## src/rtl/cordic_pkg.sv

```systemverilog
// Shared constants and types for the vectoring CORDIC.
// Angles are Q3.29 radians; x/y datapath is widened to IW bits.
package cordic_pkg;

  localparam int DW   = 32;
  localparam int FRAC = 29;
  localparam int IW   = 34;
  localparam int CW   = 6;

  localparam logic signed [DW-1:0] PI_2 = 32'sh3243F6A9;
  localparam logic signed [DW-1:0] PI   = 32'sh6487ED51;

  typedef logic [1:0] state_t;

  localparam state_t S_IDLE = 2'd0;
  localparam state_t S_RUN  = 2'd1;
  localparam state_t S_DONE = 2'd2;

  // round(atan(2^-i) * 2^29)
  localparam logic signed [DW-1:0] ATAN_TAB [32] = '{
    32'sd421657428, 32'sd248918915, 32'sd131521918, 32'sd66762579,
    32'sd33510843,  32'sd16771758,  32'sd8387925,   32'sd4194219,
    32'sd2097141,   32'sd1048575,   32'sd524288,    32'sd262144,
    32'sd131072,    32'sd65536,     32'sd32768,     32'sd16384,
    32'sd8192,      32'sd4096,      32'sd2048,      32'sd1024,
    32'sd512,       32'sd256,       32'sd128,       32'sd64,
    32'sd32,        32'sd16,        32'sd8,         32'sd4,
    32'sd2,         32'sd1,         32'sd0,         32'sd0
  };

endpackage

```

## src/rtl/cordic_vec_stage.sv

```systemverilog
// One vectoring micro-rotation: steer y toward zero, track angle in z.
// Purely combinational; the top reuses it every RUN cycle.
module cordic_vec_stage
  import cordic_pkg::*;
(
  input  logic signed [IW-1:0] x_i,
  input  logic signed [IW-1:0] y_i,
  input  logic signed [DW-1:0] z_i,
  input  logic signed [DW-1:0] atan_i,
  input  logic        [4:0]    i_i,
  output logic signed [IW-1:0] x_o,
  output logic signed [IW-1:0] y_o,
  output logic signed [DW-1:0] z_o
);

  logic signed [IW-1:0] xs;
  logic signed [IW-1:0] ys;

  assign xs = x_i >>> i_i;
  assign ys = y_i >>> i_i;

  // rotate clockwise when y is non-negative, else counter-clockwise
  always_comb begin
    if (!y_i[IW-1]) begin
      x_o = x_i + ys;
      y_o = y_i - xs;
      z_o = z_i + atan_i;
    end else begin
      x_o = x_i - ys;
      y_o = y_i + xs;
      z_o = z_i - atan_i;
    end
  end

endmodule

```

## src/rtl/cordic_vector.sv

```systemverilog
// Iterative vectoring CORDIC: magnitude (gain kept) and atan2(y,x).
// One micro-rotation per cycle, result ITERS+1 edges after accept.
module cordic_vector
  import cordic_pkg::*;
#(
  parameter int ITERS = 30
) (
  input  logic        clk,
  input  logic        rst,
  input  logic        in_valid,
  output logic        in_ready,
  input  logic [31:0] x_in,
  input  logic [31:0] y_in,
  output logic        out_valid,
  input  logic        out_ready,
  output logic [31:0] mag_out,
  output logic [31:0] theta_out
);

  localparam logic [CW-1:0] LAST = CW'(ITERS);
  localparam logic signed [IW-1:0] MAXP = 34'sh07FFFFFFF;

  state_t state_q, state_d;
  logic [CW-1:0] cnt_q, cnt_d;
  logic signed [IW-1:0] x_q, x_d;
  logic signed [IW-1:0] y_q, y_d;
  logic signed [DW-1:0] z_q, z_d;
  logic zero_q, zero_d;
  logic [DW-1:0] mag_q, mag_d;
  logic [DW-1:0] th_q, th_d;

  logic signed [IW-1:0] xe, ye;
  logic signed [IW-1:0] sx, sy;
  logic signed [DW-1:0] sz;

  assign xe = IW'($signed(x_in));
  assign ye = IW'($signed(y_in));

  cordic_vec_stage u_stage (
    .x_i    (x_q),
    .y_i    (y_q),
    .z_i    (z_q),
    .atan_i (ATAN_TAB[cnt_q[4:0]]),
    .i_i    (cnt_q[4:0]),
    .x_o    (sx),
    .y_o    (sy),
    .z_o    (sz)
  );

  // next state: pre-rotate on accept, iterate, then latch the result
  always_comb begin
    state_d = state_q;
    cnt_d   = cnt_q;
    x_d     = x_q;
    y_d     = y_q;
    z_d     = z_q;
    zero_d  = zero_q;
    mag_d   = mag_q;
    th_d    = th_q;
    case (state_q)
      S_IDLE: begin
        if (in_valid) begin
          state_d = S_RUN;
          cnt_d   = '0;
          zero_d  = (x_in == '0) && (y_in == '0);
          if (!x_in[DW-1]) begin
            x_d = xe;
            y_d = ye;
            z_d = '0;
          end else if (!y_in[DW-1]) begin
            x_d = ye;
            y_d = -xe;
            z_d = PI_2;
          end else begin
            x_d = -ye;
            y_d = xe;
            z_d = -PI_2;
          end
        end
      end
      S_RUN: begin
        if (cnt_q == LAST) begin
          state_d = S_DONE;
          if (zero_q) begin
            mag_d = '0;
            th_d  = '0;
          end else begin
            mag_d = (x_q > MAXP) ? 32'h7FFFFFFF : x_q[DW-1:0];
            th_d  = z_q;
          end
        end else begin
          x_d   = sx;
          y_d   = sy;
          z_d   = sz;
          cnt_d = cnt_q + 1'b1;
        end
      end
      S_DONE: begin
        if (out_ready) state_d = S_IDLE;
      end
      default: state_d = S_IDLE;
    endcase
  end

  // state registers with synchronous reset
  always_ff @(posedge clk) begin
    if (rst) begin
      state_q <= S_IDLE;
      cnt_q   <= '0;
      x_q     <= '0;
      y_q     <= '0;
      z_q     <= '0;
      zero_q  <= 1'b0;
      mag_q   <= '0;
      th_q    <= '0;
    end else begin
      state_q <= state_d;
      cnt_q   <= cnt_d;
      x_q     <= x_d;
      y_q     <= y_d;
      z_q     <= z_d;
      zero_q  <= zero_d;
      mag_q   <= mag_d;
      th_q    <= th_d;
    end
  end

  assign in_ready  = (state_q == S_IDLE);
  assign out_valid = (state_q == S_DONE);
  assign mag_out   = mag_q;
  assign theta_out = th_q;

endmodule

```

## config.mk

```make
export PLATFORM = sky130hd
export DESIGN_NAME = cordic_vector
export DESIGN_NICKNAME = d
export VERILOG_FILES = /design/src/rtl/cordic_pkg.sv /design/src/rtl/cordic_vec_stage.sv /design/src/rtl/cordic_vector.sv
export SDC_FILE = /design/constraint.sdc
export NUM_CORES = 1
export LEC_CHECK = 0
export CAP_MARGIN = 20
export CELL_PAD_IN_SITES_DETAIL_PLACEMENT = 1
export CELL_PAD_IN_SITES_GLOBAL_PLACEMENT = 1
export CORE_MARGIN = 10
export CORE_UTILIZATION = 48
export DETAILED_ROUTE_END_ITERATION = 16
export MAX_ROUTING_LAYER = met4
export PLACE_DENSITY_LB_ADDON = 0.05
export SYNTH_ARGS = -nofsm -noshare
export SYNTH_HDL_FRONTEND = slang
export SYNTH_HIERARCHICAL = 1
export SYNTH_SLANG_ARGS = --single-unit
```

## constraint.sdc

```tcl
create_clock -name clk -period 17.6 [get_ports clk]
set_input_delay 2.64 -clock clk [delete_from_list [all_inputs] [get_ports clk]]
set_output_delay 2.64 -clock clk [all_outputs]
set_load 0.05 [all_outputs]
```

### Yosys cells after proc, flatten, opt, wreduce, memory -nomap -nowiden

Memory sizes are Yosys's and may differ from the RTL's.
Index checks and enable logic that the tools add are counted.

* add/subtract/negate cells: 9
* order comparisons: 2
* equal/unequal tests: 7
* shifts and indexed selects: 2
* multiplexer cells: 30
* bitwise logic cells: 1
* reductions and logical operators: 9

Operators by type and width (count)
* $mux 34: 10
* $mux 32: 10
* $pmux 34 s2: 2
* $add 34x34->34: 2
* $neg 32->34: 2
* $sshr 34x5->34: 2
* $sub 34x34->34: 2
* $logic_not 32->1: 2
* $pmux 32 s2: 1
* $gt 34x32->1 const B: 1
* $add 32x32->32: 1
* $sub 32x32->32: 1
* $mux 6: 2
* $pmux 6 s2: 1
* $add 6x1->6 const B: 1
* $eq 6x5->1 const B: 1
* $ge 6x6->1 const B: 1
* $mux 2: 3
* $ne 2x2->1 const B: 3
* $not 5->6: 1
* $pmux 2 s3: 1
* $reduce_and 3->1: 2
* $reduce_and 2->1: 2
* $eq 2x1->1 const B: 1
* other kinds (5): 5

* register bits after elaboration: 173
* ROM bits: 1024
* input bits: 68
* output and inout bits: 66
* logic and storage cells: 69
* memories kept: 1

Memories
* (name not given): words 32, width 32, read ports 1, clocked after memory_dff 0, wr ports 0, RTL line cordic_vector.sv:43 `.atan_i (ATAN_TAB[cnt_q[4:0]]),`

### Longest topological paths before layout

Gate-level depths: netlist (run 1).

* depth after elaboration: 8
* mapped depth: 30
* mapped depth without buffers: 27

### By module

Netlist (run 1), hierarchy kept.

Modules (own cells, without submodules)
* cordic_vec_stage: instances 1, cells an instance 1453, area an instance 11725.0 um2
* cordic_vector: instances 1, cells an instance 1346, area an instance 10019.6 um2

### Least setup slack after synthesis (run 1)

Ideal clock, no wire load.

* path type: register -> register
* from: reg cnt_q[1]
* to: reg x_q[29]
* arrival time: 5646 ps
* required time: 17478 ps
* slack: 11832 ps
* cell stages (with the launch flop): 26
* path through: dfxtp_1 buf_6 buf_8 mux4_2 mux2i_1 nor2_1 a2111oi_4 ha_1 inv_1 or3_1 nor3b_4 xnor2_1 o22ai_1 ha_1 nand4_1 nor4_1 o311ai_0 and3_1 a41o_1 o21ai_0 o21a_1 nor2_1 xnor2_1 o211ai_1 o32a_1 o21ai_0

* word-level cells in the longest chain between the ends: 5

RTL lines
* from (decl): RTL line cordic_vector.sv:24 `logic [CW-1:0] cnt_q, cnt_d;`
* from (signal assigned): RTL line cordic_vector.sv:118 `cnt_q <= cnt_d;`
* $sshr 34x5->34 *: RTL line cordic_vec_stage.sv:20 `assign ys = y_i >>> i_i;`
* $add 34x34->34 or $sub 34x34->34 (tied branches): RTL line cordic_vec_stage.sv:25, cordic_vec_stage.sv:29
* $mux 34 *: RTL line cordic_vec_stage.sv:24 `if (!y_i[IW-1]) begin`
* net sx[29]: RTL line cordic_vector.sv:33 `logic signed [IW-1:0] sx, sy;`
* $mux 34 *: RTL line cordic_vector.sv:82 `if (cnt_q == LAST) begin`
* $pmux 34 s2 *: RTL line cordic_vector.sv:60 `case (state_q)`
* to (signal assigned): RTL line cordic_vector.sv:110 `x_q <= '0;`
* to (signal assigned): RTL line cordic_vector.sv:119 `x_q <= x_d;`
* to (decl): RTL line cordic_vector.sv:25 `logic signed [IW-1:0] x_q, x_d;`

The timed path passes the listed nets; every way through them passes the cells marked *. The select of a mux whose other input is x is not followed.
A chain may end at the register's enable or synchronous reset.

### Final worst setup path (run 1)

* from: reg cnt_q[1]
* to: reg x_q[31]

Same word-level chain as after synthesis.

==> metrics, run 1 <==
Max Used Layer met4; Leakage 8.843 nW; Post-Route Skew 21.72 ps; Primary FF master, synth dfxtp_1; ANT nets after route 0; via count 23560; Congestion Overflow GR 0; core area 44510 sq um; clk buf depth 2; Critical Path RT 17990 ps; Post-synth ARST share 0; largest area contributor in the synthesized netlist dfxtp_1; vias in the first global route 23440; DR WL/cell 27.88 um; DRC errors left 0; Die ar. 54210 sq um; drt via density 6.952; Post-Route Setup TNS 0 ps; PortBufs 133; outcome finished clean; post-route clock period utilization 0.4642; Fmax 122.4 MHz; Post-synth EDFFs 0; cell count after synthesis 2799; share of post-route cells with drive strength above 1 0.09371; met3 wire length 7.773 mm; mapped cell area 21740 sq um; root buffer cell clkbuf_16; PD cells 93.75 nW/um^2; Final Max Tran Viols 0; cts repair resizes 0; worst vdd ir 0.06497 mV; Synth-to-Final Area Change 9.022%; Critical Path End Type flip-flop; total of max-cap violations 0; Final Hold Fails 0; Starting DRT DRC Count 2692; First-pass DRT Iterations 5; Yosys warning count 6; synth unique cells 112; final setup fails 0; initial antenna violation count 0; CTS sink count 173; CTS buffer count 17; CP startpoint kind flip-flop; Placed Cells 3356; first-pass GRT wire length 144.2 mm; Final min period 8170 ps; worst-path cell chain buf_4 -> buf_4 -> mux4_2 -> mux2i_1 -> nor2_1 -> a2111oi_4 -> ha_1 -> inv_1 -> or3_1 -> nor3b_4 -> xnor2_1 -> o22ai_1 -> ha_1 -> nand4_1 -> nor4_1 -> o311ai_0 -> and3_1 -> a41o_1 -> o21ai_0 -> o41a_1 -> a21oi_1 -> xnor2_1 -> a32oi_1 -> a211oi_1; cell family with most CP delay compound AO/OA/AOI/OAI gates; # hold bufs at CTS 0; Worst EP arrival 8560 ps; M1 wire length 39.23 mm; Crit Path Max Fanout 58; Starting Density 0.4885; slowest CP cell buf_4; max incr delay on CP 760 ps; Slew headroom 0.2561; IO Count 134; Total Wirelength 94.47 mm; Final Wtd Congestion 1.052; WP buf/inv 3; number of setup buffers added after CTS 0; register area share after synthesis 0.1593; worst slew pin tran 1115 ps; largest net degree at the start of global routing 106; Synth top area share 0.1593; # rows 77; worst skew pair latency 490 ps; Die W 232.8 um; HPWL Detailed 71.03 mm; RSZ-0062 raised after global routing false; FF+latch count, synth 173; fin nets 2965; Routed met2 length 42.87 mm; kind of critical path reg2reg; die height 232.8 um; Synth area leaders dfxtp_1 (16%), mux4_2 (9.9%), nor2_1 (6.7%); CTS tree yes; Hold/Removal Path Class reg2reg; Syn Area/Cell 7.769 sq um; Clk pin slew, worst setup/hold paths 80 ps; H-tree Lvls 4; All-Layer GR Usage 0.3506; final std cells w/o fill 3389
Yosys cell counts (23+ instances only):
cell type / count
a211oi_1: 97
a21o_1: 48
a21oi_1: 274
a311oi_1: 35
a31oi_1: 41
and3_1: 26
buf_2: 27
clkbuf_1: 133
dfxtp_1: 173
ha_1: 111
inv_1: 71
mux2_2: 23
mux2i_1: 69
mux4_2: 96
nand2_1: 125
nand3_1: 39
nor2_1: 391
nor2b_1: 25
nor3_1: 103
nor3b_1: 40
o21ai_0: 151
o21bai_1: 24
o22ai_1: 31
or3_1: 26
xnor2_1: 158
xor2_1: 53
cells in the final DEF, fill, tap and decap left out, types with 23 or more instances in the layout:
cell type / netlist / final
a311oi_1: 35 / 35
nor3_1: 103 / 103
o21bai_1: 24 / 24
inv_1: 71 / 71
xnor2_1: 158 / 158
nand2_1: 125 / 125
dfxtp_1: 173 / 167
a21o_1: 48 / 48
xor2_1: 53 / 53
mux2_2: 23 / 23
a21oi_1: 274 / 274
nor3b_1: 40 / 40
mux2i_1: 69 / 69
a211oi_1: 97 / 97
nor2_1: 391 / 390
nor2b_1: 25 / 24
mux4_2: 96 / 96
ha_1: 111 / 111
o22ai_1: 31 / 31
or3_1: 26 / 26
o21ai_0: 151 / 151
nand3_1: 39 / 38
a31oi_1: 41 / 41
buf_4: 6 / 39
and3_1: 26 / 26
clkdlybuf4s50_1: 0 / 130
through the flow:
stage / setup slack (ps) / area, sq um / power (W) / utilization / hold WS [ps]
2_1_floorplan: 11830 / 21760 / 0.001395 / - / 450.7
3_3_place_gp: 9849 / 23110 / 0.001742 / 0.5192 / 467.3
3_5_place_dp: 9611 / 23120 / 0.001785 / 0.5195 / 478.8
4_1_cts: 9560 / 23700 / 0.002189 / 0.5326 / 490.7
5_1_grt: 8869 / 23700 / 0.002340 / 0.5326 / 513.0
6_report: 9430 / 23710 / 0.002223 / 0.5326 / 487.9
logic make-up (layout without fill, tap and decap cells):
logic type                 after synthesis  count (layout)  synth area share
AOI/OAI and AO/OA                      914             914            0.2783
and+or+nand+nor                        908             908            0.2042
buffers and inverters                  288             281           0.06151
xor gates and xnor gates               211             211           0.08499
muxes                                  190             190            0.1449
DFF                                    173             173            0.1593
adders and majority gates              114             114           0.06663
other                                    1               6         0.0001725
state kept, by name, indices dropped and copies added (netlist names):
register   count
x_q           34
y_q           34
mag_out       32
theta_out     32
z_q           32
cnt_q          6
state_q        2
zero_q         1
worst reg2reg max path, cell delays in order (launching register included):
cell and delay (ps):
dfxtp_4 490, buf_4 720, buf_4 810, mux4_2 650, mux2i_1 330, nor2_1 120, a2111oi_4 500, ha_1 290
inv_1 80, or3_1 440, nor3b_4 420, xnor2_1 170, o22ai_1 120, ha_1 420, nand4_1 190, nor4_1 430
o311ai_0 200, and3_1 230, a41o_1 300, o21ai_0 320, o41a_1 230, a21oi_1 100, xnor2_1 180, a32oi_1 80
a211oi_1 260
area by class of cell:
type / count / area [sq um]
Sequential cell: 173 / 3481
Inverter: 77 / 289.0
Fill cell: 5491 / 20800
Clock inverter: 12 / 125.1
Tap cell: 592 / 740.7
Clock buffer: 20 / 456.7
Antenna cell: 1 / 2.502
Timing Repair Buffer: 172 / 1615
Multi-Input combinational cell: 2342 / 17000
worst paths after layout:
path,start,cells past startpoint,slack [ps],to
worst max-delay path,cnt_q[1],24,9430,x_q[31]
worst min-delay path,y_q[0],2,490,y_q[0]
worst max register to register,cnt_q[1],24,9430,x_q[31]
worst min register to register,y_q[0],2,490,y_q[0]
routing by layer:
layer | GRT usage | vias up
li1 | - | 10500
met2 | 0.5360 | 1106
met1 | 0.4504 | 11740
met5 | - | -
met4 | 0.1621 | 0
met3 | 0.05172 | 217
where the power goes:
part	leakage (nW)	internal [W]	switching, W
sequential	1.42	0.000423	0.0000990
clock	0.278	0.000206	0.000183
combinational	7.14	0.000529	0.000782
Power figures use the tool's default switching activity.
==> run 2, diff against run 1 <==
CORE_UTILIZATION = 42   (was 48)
clock period = 6.8 ns   (was 17.6 ns; I/O delays follow)
==> run 2 against run 1 <==
Compared with the run above: clock-buffer cell count unchanged; clock power grew to 2.8 times the previous value; first-iteration DRC count down 10%; die area increased by 13%; core utilization decreased by 4.7 points; cell count increased by 6.3%; critical path type unchanged; largest power group unchanged.
==> metrics, run 2 (synthesis gave the netlist of run 1 again) <==
worst vdd ir 0.2234 mV (+240%); ANT nets after route 0 (unchanged); Final Max Tran Viols 0 (unchanged); vias in the first global route 24160 (+3.1%); clk buf depth 2 (unchanged); fin nets 3086 (+4.1%); combinational share of power 0.602 (+0.012); CTS buffer count 17 (unchanged); worst-path cell chain buf_4 -> buf_4 -> mux4_2 -> mux2_2 -> mux4_2 -> a211oi_2 -> and3_1 -> and3_1 -> and3_1 -> a31oi_1 -> xnor2_1 -> ha_1 -> a21o_1 -> a21o_1 -> a211o_1 -> a31o_2 -> nand2_1 -> a311oi_1 -> o21ai_1 -> a21oi_1 -> o41ai_1 -> xnor2_1 -> a211oi_1 -> nor3_1; DR WL/cell 29.17 um (+4.6%); core area 51300 sq um (+15%); PortBufs 133 (unchanged); Min Hold Slack 485.3 ps (-2.610 ps); clock power share 0.180 (+0.005); CTS tree yes; Crit Path Max Fanout 8 (-86%); Starting DRT DRC Count 2416 (-10%); max incr delay on CP 520 ps (-240 ps); All-Layer GR Usage 0.3426 (-0.008050); Critical Path RT 7130 ps (-10860 ps); Net Sw Frac 0.4721 (-0.006754); WP buf/inv 2 (-1); RSZ-0062 raised after global routing false; final setup fails 0 (unchanged); sequential share of power 0.218 (-0.017); Post-Route Skew 11.22 ps (-10.50 ps); slowest CP cell mux4_2; First-pass DRT Iterations 6 (+1); worst slew pin tran 1055 ps (-59.95 ps); PD cells 245.0 nW/um^2 (+160%); Final Hold Fails 0 (unchanged); IO Count 134 (unchanged); Slew headroom 0.2968 (+0.04077); biggest regs x_q x34, y_q x34; filler cell count 6322 (+15%); Final min period 6527 ps (-1643 ps); Total Wirelength 105.0 mm (+11%); # hold bufs at CTS 0 (unchanged); Fmax 153.2 MHz (+25%); Final Wtd Congestion 1.050 (-0.21%); via count 24170 (+2.6%); post-route clock period utilization 0.9599 (+0.4957); Hold/Removal Path Class reg2reg; # rows 83 (+7.8%); Die W 247.5 um (+6.3%); Post-Route Setup TNS 0 ps (unchanged); Worst EP arrival 6860 ps (-1700 ps); Starting Density 0.4239 (-0.06467); Synth-to-Final Area Change 14.47%; initial antenna violation count 3 (+3); largest net degree at the start of global routing 104 (-1.9%); drt via density 6.712 (-3.5%); most common cell after layout, fill and taps aside nor2_1; highest-count cells in the layout ignoring fill and taps nor2_1 (391), a21oi_1 (274), dfxtp_1 (167), xnor2_1 (158), buf_4 (152); share of post-route cells with drive strength above 1 0.1320 (+0.03828); P_int 0.003220 W (+180%); first-pass GRT wire length 155.4 mm (+7.8%); CTS sink count 173 (unchanged); worst skew pair latency 480 ps (about the same); cell family with most CP delay compound AO/OA/AOI/OAI gates; die height 247.5 um (+6.3%); kind of critical path reg2reg; DRC errors left 0 (unchanged); Leakage 9.510 nW (+7.5%); net switching power 0.002879 W (+170%); Clk pin slew, worst setup/hold paths 70 ps (about the same); Die ar. 61270 sq um (+13%); outcome finished clean; total of max-cap violations 0 (unchanged); Congestion Overflow GR 0 (unchanged); HPWL Detailed 81.95 mm (+15%); Critical Path End Type flip-flop; CP startpoint kind flip-flop; root buffer cell clkbuf_16; H-tree Lvls 4 (unchanged); CP dominant cell by count and3_1
-- run 2: cell types whose count changed in the layout (fill, tap and decap cells not counted), moves of 2 or more --
cell,previous run,this run
buf_4,39,152
buf_12,0,7
diode_2,1,4
bufinv_16,1,3
nor3_1,103,101
nor3_2,3,5
-- run 2: power by group through the flow --
stage          Combinational, W  Clock (W)  Sequential, W
6_report                0.00367    0.00110        0.00133
5_1_grt                 0.00394    0.00116        0.00132
4_1_cts                 0.00358    0.00112        0.00132
3_5_place_dp            0.00355          0        0.00134
3_3_place_gp            0.00348          0        0.00134
2_1_floorplan           0.00240          0        0.00121
-- run 2: per-layer routing --
metal | up-vias | track usage | part of all wire
li1 | 10740 | - | -
met1 | 12090 | 0.4029 | 0.40
met2 | 1077 | 0.5650 | 0.48
met3 | 265 | 0.04967 | 0.065
met4 | 0 | 0.1709 | 0.061
met5 | - | - | 0
-- run 2: worst reg2reg max path, delay by kind of cell (launching register included) --
kind | cells | cell delay [ps]
AO/OA/AOI/OAI | 11 | 2510
multiplexers | 3 | 1310
AND/OR/NAND/NOR | 5 | 810
XOR/XNOR | 2 | 510
flip-flops | 1 | 480
buffers and inverters | 2 | 450
adder cells (fa/ha/maj) | 1 | 320
-- run 2: final cells by class --
type / instances / area, sq um / share of cell area
Multi-Input combinational cell: 2342 / 17010 / 0.6835
Timing Repair Buffer: 293 / 2609 / 0.1048
Antenna cell: 4 / 10.01 / 0.0004022
Tap cell: 680 / 850.8 / 0.03418
Inverter: 77 / 289.0 / 0.01161
Clock inverter: 12 / 171.4 / 0.006887
Clock buffer: 20 / 467.9 / 0.01880
Sequential cell: 173 / 3481 / 0.1398
-- run 2: final timing paths --
check        slack, ps           end          from  cells after the start
min                490  theta_out[6]  theta_out[6]                      2
min reg2reg        490  theta_out[6]  theta_out[6]                      2
max reg2reg        270       y_q[33]      cnt_q[0]                     24
max                270       y_q[33]      cnt_q[0]                     24
-- run 2: repair_timing --
action | 4_1_cts | 5_1_grt
setup endpoints to repair | 0 | 16
resized for setup | 0 | 4
buffers inserted | 0 | 7
-- run 2: per-stage QoR --
step	setup slack [ps]	cell area, sq um	total power, W	utilization	instances
floorplan	1032	21760	0.003611	-	2803
global placement	248.3	24110	0.004820	0.4699	3556
detailed placement	144.8	24110	0.004887	0.4699	3556
CTS	112.5	24750	0.006014	0.4824	3588
global route	1.952	24890	0.006418	0.4851	3600
finish	272.7	24890	0.006099	0.4852	3601
